--- config.mk ---
export PLATFORM = sky130hd
export DESIGN_NAME = mem_port_arbiter
export DESIGN_NICKNAME = d
export VERILOG_FILES = /design/src/rtl/mem_port_arbiter.sv
export SDC_FILE = /design/constraint.sdc
export NUM_CORES = 1
export LEC_CHECK = 0
export BUFFER_PORTS_ARGS = -buffer_cell sky130_fd_sc_hd__buf_2
export CORE_AREA = 2 2 258 260
export CTS_BUF_LIST = sky130_fd_sc_hd__clkbuf_8
export DETAILED_ROUTE_END_ITERATION = 10
export DIE_AREA = 0 0 260 262
export GPL_TIMING_DRIVEN = 0
export SETUP_SLACK_MARGIN = 0.15
export SLEW_MARGIN = 20
export SYNTH_ARGS = -nofsm -noshare
export SYNTH_HDL_FRONTEND = slang
export SYNTH_SLANG_ARGS = --single-unit
--- constraint.sdc ---
create_clock -name CLK -period 1.9 [get_ports CLK]
set_input_delay 0.285 -clock CLK [delete_from_list [all_inputs] [get_ports CLK]]
set_output_delay 0.285 -clock CLK [all_outputs]
set_load 0.05 [all_outputs]
--- src/rtl/mem_port_arbiter.sv ---
// N-port arbiter sharing one block-wide memory over a read/write/busywait handshake.
// Round-robin by default; define MEM_ARB_FIXED_PRIO_EN for lowest-index-first priority.
module mem_port_arbiter #(
    parameter int unsigned N_PORTS = 2,
    parameter int unsigned ADDR_W  = 6,
    parameter int unsigned BLOCK_W = 128
) (
    input  logic                         CLK,
    input  logic                         RESET_N,
    input  logic [N_PORTS-1:0]           req_read,
    input  logic [N_PORTS-1:0]           req_write,
    input  logic [N_PORTS*ADDR_W-1:0]    req_address,
    input  logic [N_PORTS*BLOCK_W-1:0]   req_writedata,
    output logic [BLOCK_W-1:0]           req_readdata,
    output logic [N_PORTS-1:0]           req_busywait,
    output logic [$clog2(N_PORTS)-1:0]   grant_id,
    output logic                         mem_read,
    output logic                         mem_write,
    output logic [ADDR_W-1:0]            mem_address,
    output logic [BLOCK_W-1:0]           mem_writedata,
    input  logic [BLOCK_W-1:0]           mem_readdata,
    input  logic                         mem_busywait
);
    localparam int unsigned ID_W = $clog2(N_PORTS);

    typedef enum logic [1:0] {ST_IDLE, ST_BUSY, ST_DONE} state_e;

    state_e              state_q, state_d;
    logic [ID_W-1:0]     grant_q, grant_d;
    logic [ID_W-1:0]     rr_q, rr_d;
    logic                issue_seen_q, issue_seen_d;
    logic                mem_read_q, mem_read_d;
    logic                mem_write_q, mem_write_d;
    logic [ADDR_W-1:0]   addr_q, addr_d;
    logic [BLOCK_W-1:0]  wdata_q, wdata_d;
    logic [BLOCK_W-1:0]  rdata_q, rdata_d;

    logic [N_PORTS-1:0]  pending_c;
    logic [ID_W-1:0]     scan_c;
    logic [ID_W-1:0]     win_c;
    logic                win_valid_c;
    logic [ADDR_W-1:0]   win_addr_c;
    logic [BLOCK_W-1:0]  win_wdata_c;
    logic                win_rd_c;
    logic                win_wr_c;

    assign pending_c = req_read | req_write;

    // Search from rr_q upward with wrap; rr_q is pinned to 0 in fixed-priority builds.
    always_comb begin
        scan_c      = '0;
        win_c       = '0;
        win_valid_c = 1'b0;
        for (int unsigned k = 0; k < N_PORTS; k++) begin
            scan_c = ID_W'((32'(rr_q) + k) % N_PORTS);
            if (!win_valid_c && pending_c[scan_c]) begin
                win_valid_c = 1'b1;
                win_c       = scan_c;
            end
        end
    end

    // Route the winner's request fields.
    always_comb begin
        win_addr_c  = '0;
        win_wdata_c = '0;
        win_rd_c    = 1'b0;
        win_wr_c    = 1'b0;
        for (int unsigned i = 0; i < N_PORTS; i++) begin
            if (ID_W'(i) == win_c) begin
                win_addr_c  = req_address[i*ADDR_W +: ADDR_W];
                win_wdata_c = req_writedata[i*BLOCK_W +: BLOCK_W];
                win_rd_c    = req_read[i];
                win_wr_c    = req_write[i];
            end
        end
    end

    always_comb begin
        state_d      = state_q;
        grant_d      = grant_q;
        rr_d         = rr_q;
        issue_seen_d = issue_seen_q;
        mem_read_d   = mem_read_q;
        mem_write_d  = mem_write_q;
        addr_d       = addr_q;
        wdata_d      = wdata_q;
        rdata_d      = rdata_q;
        case (state_q)
            ST_IDLE: begin
                if (win_valid_c) begin
                    state_d     = ST_BUSY;
                    grant_d     = win_c;
                    addr_d      = win_addr_c;
                    wdata_d     = win_wdata_c;
                    mem_write_d = win_wr_c;
                    mem_read_d  = win_rd_c & ~win_wr_c;
                end
            end
            ST_BUSY: begin
                // Memory may raise busywait a cycle late, so the first BUSY cycle never completes.
                if (!issue_seen_q) begin
                    issue_seen_d = 1'b1;
                end else if (!mem_busywait) begin
                    if (mem_read_q) begin
                        rdata_d = mem_readdata;
                    end
                    mem_read_d   = 1'b0;
                    mem_write_d  = 1'b0;
                    issue_seen_d = 1'b0;
                    state_d      = ST_DONE;
`ifdef MEM_ARB_FIXED_PRIO_EN
                    rr_d = '0;
`else
                    rr_d = (grant_q == ID_W'(N_PORTS - 1)) ? '0 : grant_q + ID_W'(1);
`endif
                end
            end
            ST_DONE: state_d = ST_IDLE;
            default: state_d = ST_IDLE;
        endcase
    end

    always_ff @(posedge CLK or negedge RESET_N) begin
        if (!RESET_N) begin
            state_q      <= ST_IDLE;
            grant_q      <= '0;
            rr_q         <= '0;
            issue_seen_q <= 1'b0;
            mem_read_q   <= 1'b0;
            mem_write_q  <= 1'b0;
            addr_q       <= '0;
            wdata_q      <= '0;
            rdata_q      <= '0;
        end else begin
            state_q      <= state_d;
            grant_q      <= grant_d;
            rr_q         <= rr_d;
            issue_seen_q <= issue_seen_d;
            mem_read_q   <= mem_read_d;
            mem_write_q  <= mem_write_d;
            addr_q       <= addr_d;
            wdata_q      <= wdata_d;
            rdata_q      <= rdata_d;
        end
    end

    // Stall every pending port except the owner during its single DONE cycle.
    always_comb begin
        req_busywait = pending_c;
        if (state_q == ST_DONE) begin
            req_busywait[grant_q] = 1'b0;
        end
    end

    assign req_readdata  = rdata_q;
    assign grant_id      = grant_q;
    assign mem_read      = mem_read_q;
    assign mem_write     = mem_write_q;
    assign mem_address   = addr_q;
    assign mem_writedata = wdata_q;

endmodule
==> impl_metrics.toml, run 1 <==
[status]
outcome = "completed"

[worst_setup_path]
path_max_fanout = 3
critPathTopFamily = "flip-flops"
slowest_delay_ns = 0.39
cpMaxStageDelayCell = "dfrtp_1"
worst_ep_arrival_time_ns = 1.61
crit_type = "flip-flop to primary output"
cp_cell_sequence = "inv_2 -> o32a_1 -> buf_6"
crit_path_start_kind = "flip-flop"
required_ns = 1.62
path_buf_inv = 2
end_kind = "primary output"

[synth]
synth_edf_count = 0
synth_area_per_cell_um2 = 11.2
synth-main-ff-cell = "dfrtp_1"
synth_warnings = 0
yosysUniqueCellTypes = 23
ys_ff_latch = 269
synth_nets = 1483
netlist_instances = 1080
synthesis.area_um2 = 12100
synth.area.top_cells = "dfrtp_1 (56%), mux2_2 (12%), nand3b_1 (8.3%)"
yosysSeqAreaShare = 0.558
async_flop_share = 1.00
yosys.area.top_type_share = 0.558
synth_most_common_cell = "dfrtp_1"
synth_common_cells = "dfrtp_1 (269), a21oi_1 (136), a31oi_1 (135), o21ai_0 (135), nand3b_1 (134)"
yosysTopAreaCell = "dfrtp_1"

[routing]
num_vias = 14300
routedWlPerCell_um = 21.8
drtPass1Iterations = 6
ant_nets = 0
drt_first_iter_violations = 1014
vias_per_cell = 4.57
routed_wl_mm = 68.5
drc = 0

[timing]
fmax_ghz = 0.528
rsz0062_at_grt = "true"
clock_skew_ns = 0.0316
slew_violations = 0
finalSetupTns_ns = 0
hold_violations = 0
finalSetupViolCount = 0
tightestPinTransition_ns = 0.666
timing.hold.ws_ns = 0.0906
max_slew_margin = 0.556
min_period_ns = 1.89
finalCritPeriodShare = 0.997

[floorplan]
start_util = 0.185
io_pins = 670
core_um2 = 65300
std_cell_rows = 94
die_w_um = 260
die-area_um2 = 68100
die_h_um = 262

[global_route]
grt-busiest-layer = "met2"
grt_usage = 0.186
use_met1 = 0.202
grt_max_degree = 93
grtUsageMet2 = 0.325
grt_overflow = 0
grt_pass1_vias = 14900
gr-usage-met3 = 0.0569
grt_pass1_wl_mm = 94.1
antenna_found_initial = 18

[final_layout]
areaGrowthSynthToFinish_pct = 91.4
layout.cells.non_filler = 3137
fillCellCount = 6314
final_nets = 2634
drive_gt1_frac = 0.436
design_area_um2 = 23100

[clock_tree]
clkTransAtPathRegs_ns = 0.06
clockBufferDepth = 3
worstSkewPairLatency_ns = 0.66
cts.sinks = 269
root_buffer = "clkbuf_8"
cts_inserted_buffers = 50
htree_levels = 2
cts_tree = "built"

[placed_design]
placed_area_um2 = 16600
gp_congestion = 0.896
placed_cells = 2616
hpwl_mm = 45.7
port_buffers = 669

[flow_run]
drv_cap = 0

[power]
power_w = 0.0414
peakVddDrop_mv = 1.11
leakage_nw = 10.8
power_density_nw_per_um2 = 1800

[hold_path]
hold_path.class = "primary input to flip-flop"
path summary, 6_finish.rpt:
check	startpoint	end	slack [ns]	cells after the start
setup / recovery	state_q[1]$_DFFE_PN0P_	req_busywait[0]	0.006	3
hold / removal	req_write[0]	mem_read$_DFFE_PN0P_	0.09	3
setup reg to reg	state_q[1]$_DFFE_PN0P_	req_readdata[51]$_DFFE_PN0P_	0.006	6
hold reg to reg	req_readdata[71]$_DFFE_PN0P_	req_readdata[71]$_DFFE_PN0P_	0.50	1
max in group asynchronous	RESET_N	mem_writedata[13]$_DFFE_PN0P_	0.58	4
min in group asynchronous	RESET_N	mem_writedata[23]$_DFFE_PN0P_	0.15	2
layer usage:
layer | routed length [um] | up-vias
li1 | - | 6348
met1 | 25600 | 6913
met3 | 5600 | 229
met2 | 33400 | 818
met4 | 3800 | 16
met5 | 126 | -
through the flow:
stage,utilization,setup WS [ns]
2_1_floorplan,-,0.185
6_report,0.353,0.00614
5_1_grt,0.353,-0.0997
3_5_place_dp,0.254,-1.40
4_1_cts,0.347,-0.0620
3_3_place_gp,0.253,-4.84
power by group:
part           total [W]  switching (W)  internal (W)
combinational     0.0250         0.0174       0.00767
sequential        0.0104        0.00173       0.00869
clock            0.00597        0.00270       0.00327
flip-flops by register name (all words and copies together) (netlist names):
signal / cells
req_readdata: 128
grant_id: 1
mem_read: 1
mem_writedata: 128
rr_q: 1
mem_address: 6
issue_seen_q: 1
mem_write: 1
state_q: 2
worst reg2reg max path, delay by kind of cell, from the launching register on:
family	cells	cell delay, ns
mux	1	0.31
flops	1	0.41
simple gates	2	0.41
buf+inv	3	0.60
layout by cell type, fill, tap and decap left out, drive strengths merged, types with 2 or more instances in the layout:
| master | synthesis | layout |
|---|---|---|
| buf | 35 | 730 |
| nor2 | 5 | 5 |
| nand3b | 134 | 134 |
| nand2 | 3 | 3 |
| dlygate4sd3 | 0 | 398 |
| bufinv | 0 | 3 |
| inv | 4 | 19 |
| clkinv | 0 | 6 |
| a21oi | 136 | 136 |
| a31oi | 135 | 135 |
| dfrtp | 269 | 269 |
| clkbuf | 83 | 149 |
| mux2 | 130 | 130 |
| o21ai | 135 | 135 |
| diode | 0 | 9 |
| o32a | 2 | 2 |
cell families (layout without fill, tap and decap cells):
logic type | Yosys count | in the layout | share of synthesized area
multiplexers | 131 | 131 | 0.122
flip-flops | 269 | 269 | 0.558
buffers and inverters | 122 | 1306 | 0.0440
other | 0 | 9 | 0
AO/OA/AOI/OAI | 411 | 411 | 0.186
AND/OR/NAND/NOR | 147 | 147 | 0.0890
area by class of cell:
type / count / area [um^2] / share of cell area
inverter: 4 / 15.0 / 0.000651
clock buffer: 60 / 826 / 0.0358
buffer: 117 / 932 / 0.0404
multi-input combinational: 689 / 5210 / 0.226
antenna: 9 / 22.5 / 0.000976
timing repair buffer: 1100 / 8030 / 0.348
sequential: 269 / 6730 / 0.292
clock inverter: 25 / 218 / 0.00944
tap: 864 / 1080 / 0.0469
timing repair:
item | CTS | global route
hold buffers | 398 | 0
resized for setup | 211 | 100
cloned | 9 | 9
pin swaps | 3 | 4
hold endpoints to repair | 400 | 0
setup buffers | 11 | 2
endpoints found under the setup margin | 270 | 234
(Power assumes the default switching activity.)
==> inputs of run 2 (changes only) <==
- clock period: 1.9 -> 2.1 ns (I/O delays scaled with it)
==> run 2 against run 1 <==
Net effect: design area shrank 5.0%; sequential power shrank 11%; largest cell class unchanged; utilization shrank 1.8 points; flip-flop and latch count is the same.
==> impl_metrics.toml, run 2 (same netlist as run 1, synthesis figures left out) <==
[routing]
routedWlPerCell_um = 21.2
drtPass1Iterations = 6
ant_nets = 0
vias_per_cell = 4.40
drc = 0
drt_first_iter_violations = 734
routed_wl_mm = 66.1
num_vias = 13700

[timing]
finalSetupViolCount = 0
finalSetupTns_ns = 0
hold_violations = 0
slew_violations = 0
min_period_ns = 1.92
fmax_ghz = 0.520
clock_skew_ns = 0.0296
rsz0062_at_grt = "true"
max_slew_margin = 0.594
finalCritPeriodShare = 0.916
tightestPinTransition_ns = 0.609

[flow_run]
drv_cap = 0

[placed_design]
gp_congestion = 0.843
port_buffers = 669
hpwl_mm = 48.7

[global_route]
grt_usage = 0.184
grt_pass1_vias = 14300
antenna_found_initial = 28
grt_pass1_wl_mm = 92.4
grt_overflow = 0
grt_max_degree = 94

[clock_tree]
cts_tree = "built"
cts.sinks = 269
cts_inserted_buffers = 51
worstSkewPairLatency_ns = 0.64
clkTransAtPathRegs_ns = 0.07
clockBufferDepth = 3
htree_levels = 2
root_buffer = "clkbuf_8"

[power]
power_w = 0.0363
peakVddDrop_mv = 0.960
power_density_nw_per_um2 = 1650
leakage_nw = 9.90

[final_layout]
final_nets = 2601
areaGrowthSynthToFinish_pct = 81.9
final_common_cell = "buf_2"
drive_gt1_frac = 0.429
layout_common_cells = "buf_2 (672), dlygate4sd3_1 (387), dfrtp_1 (267)"

[worst_setup_path]
cpMaxStageDelayCell = "dfrtp_1"
setup.worst_path.start = "grant_id$_DFFE_PN0P_"
worstReg2RegStart = "state_q[1]$_DFFE_PN0P_"
crit_path_start_kind = "flip-flop"
worst_ep_arrival_time_ns = 1.61
required_ns = 1.78
end_kind = "primary output"
slowest_delay_ns = 0.44
crit_type = "flip-flop to primary output"
path_max_fanout = 5
cp_cell_sequence = "a31oi_2 -> buf_6"
reg2reg_depth = 7

[hold_path]
hold_path.class = "primary input to flip-flop"
hold_depth = 3
hold_start = "req_writedata[83]"

[floorplan]
start_util = 0.185
die_w_um = 260
core_um2 = 65300
std_cell_rows = 94
die_h_um = 262
io_pins = 670
die-area_um2 = 68100

[status]
outcome = "completed"
run 2: worst max-delay path: cells and delay by family (launching register included):
kind | cells | cell delay [ns]
flip-flops | 1 | 0.44
buffers and inverters | 1 | 0.21
AO/OA/AOI/OAI | 1 | 0.31
run 2: stage by stage:
step / cells / setup slack, ns / cell area (um^2) / hold WS, ns / utilization
after floorplan: 1080 / 0.223 / 12100 / 0.0194 / -
after global placement: 2613 / -4.56 / 16500 / 0.482 / 0.253
after detailed placement: 2616 / -1.36 / 16600 / 0.382 / 0.254
after CTS: 3102 / 0.0251 / 21800 / 0.000871 / 0.334
after global routing: 3112 / 0.0603 / 21900 / 0.0312 / 0.336
final: 3119 / 0.176 / 21900 / 0.0661 / 0.336
run 2: layout make-up:
cell class | count | area (um^2)
diodes | 16 | 40.0
inverters | 4 | 15.0
clock buffers | 63 | 867
well taps | 864 | 1080
repair buffers | 1066 | 7390
flip-flops and latches | 269 | 6730
multi-input cells | 689 | 4830
fillers | 6561 | 43400
plain buffers | 117 | 634
clock inverters | 31 | 332
run 2: timing repair:
item,4_1_cts,5_1_grt
hold endpoints to repair,354,0
pin swaps,3,1
hold buffers,387,0
setup buffers,6,1
resized for setup,48,40
setup endpoints to repair,265,197
run 2: final timing paths:
kind,end,slack [ns]
min in group asynchronous,req_readdata[21]$_DFFE_PN0P_,0.32
hold reg to reg,req_readdata[0]$_DFFE_PN0P_,0.50
setup reg to reg,req_readdata[86]$_DFFE_PN0P_,0.19
max in group asynchronous,mem_writedata[78]$_DFFE_PN0P_,0.84
hold / removal,mem_writedata[83]$_DFFE_PN0P_,0.07
setup / recovery,req_busywait[1],0.18
run 2: where the power goes:
part | internal [W] | switching, W | leakage [nW]
registers | 0.00785 | 0.00144 | 3.13
clock network | 0.00349 | 0.00262 | 0.632
logic | 0.00555 | 0.0153 | 6.14
run 2: layer usage:
layer	global-route usage	vias to the layer above	routed length, um
met5	0	-	141
met4	0.0691	22	2460
met3	0.0663	159	6540
met1	0.197	6518	23900
li1	-	6286	-
met2	0.331	738	33100
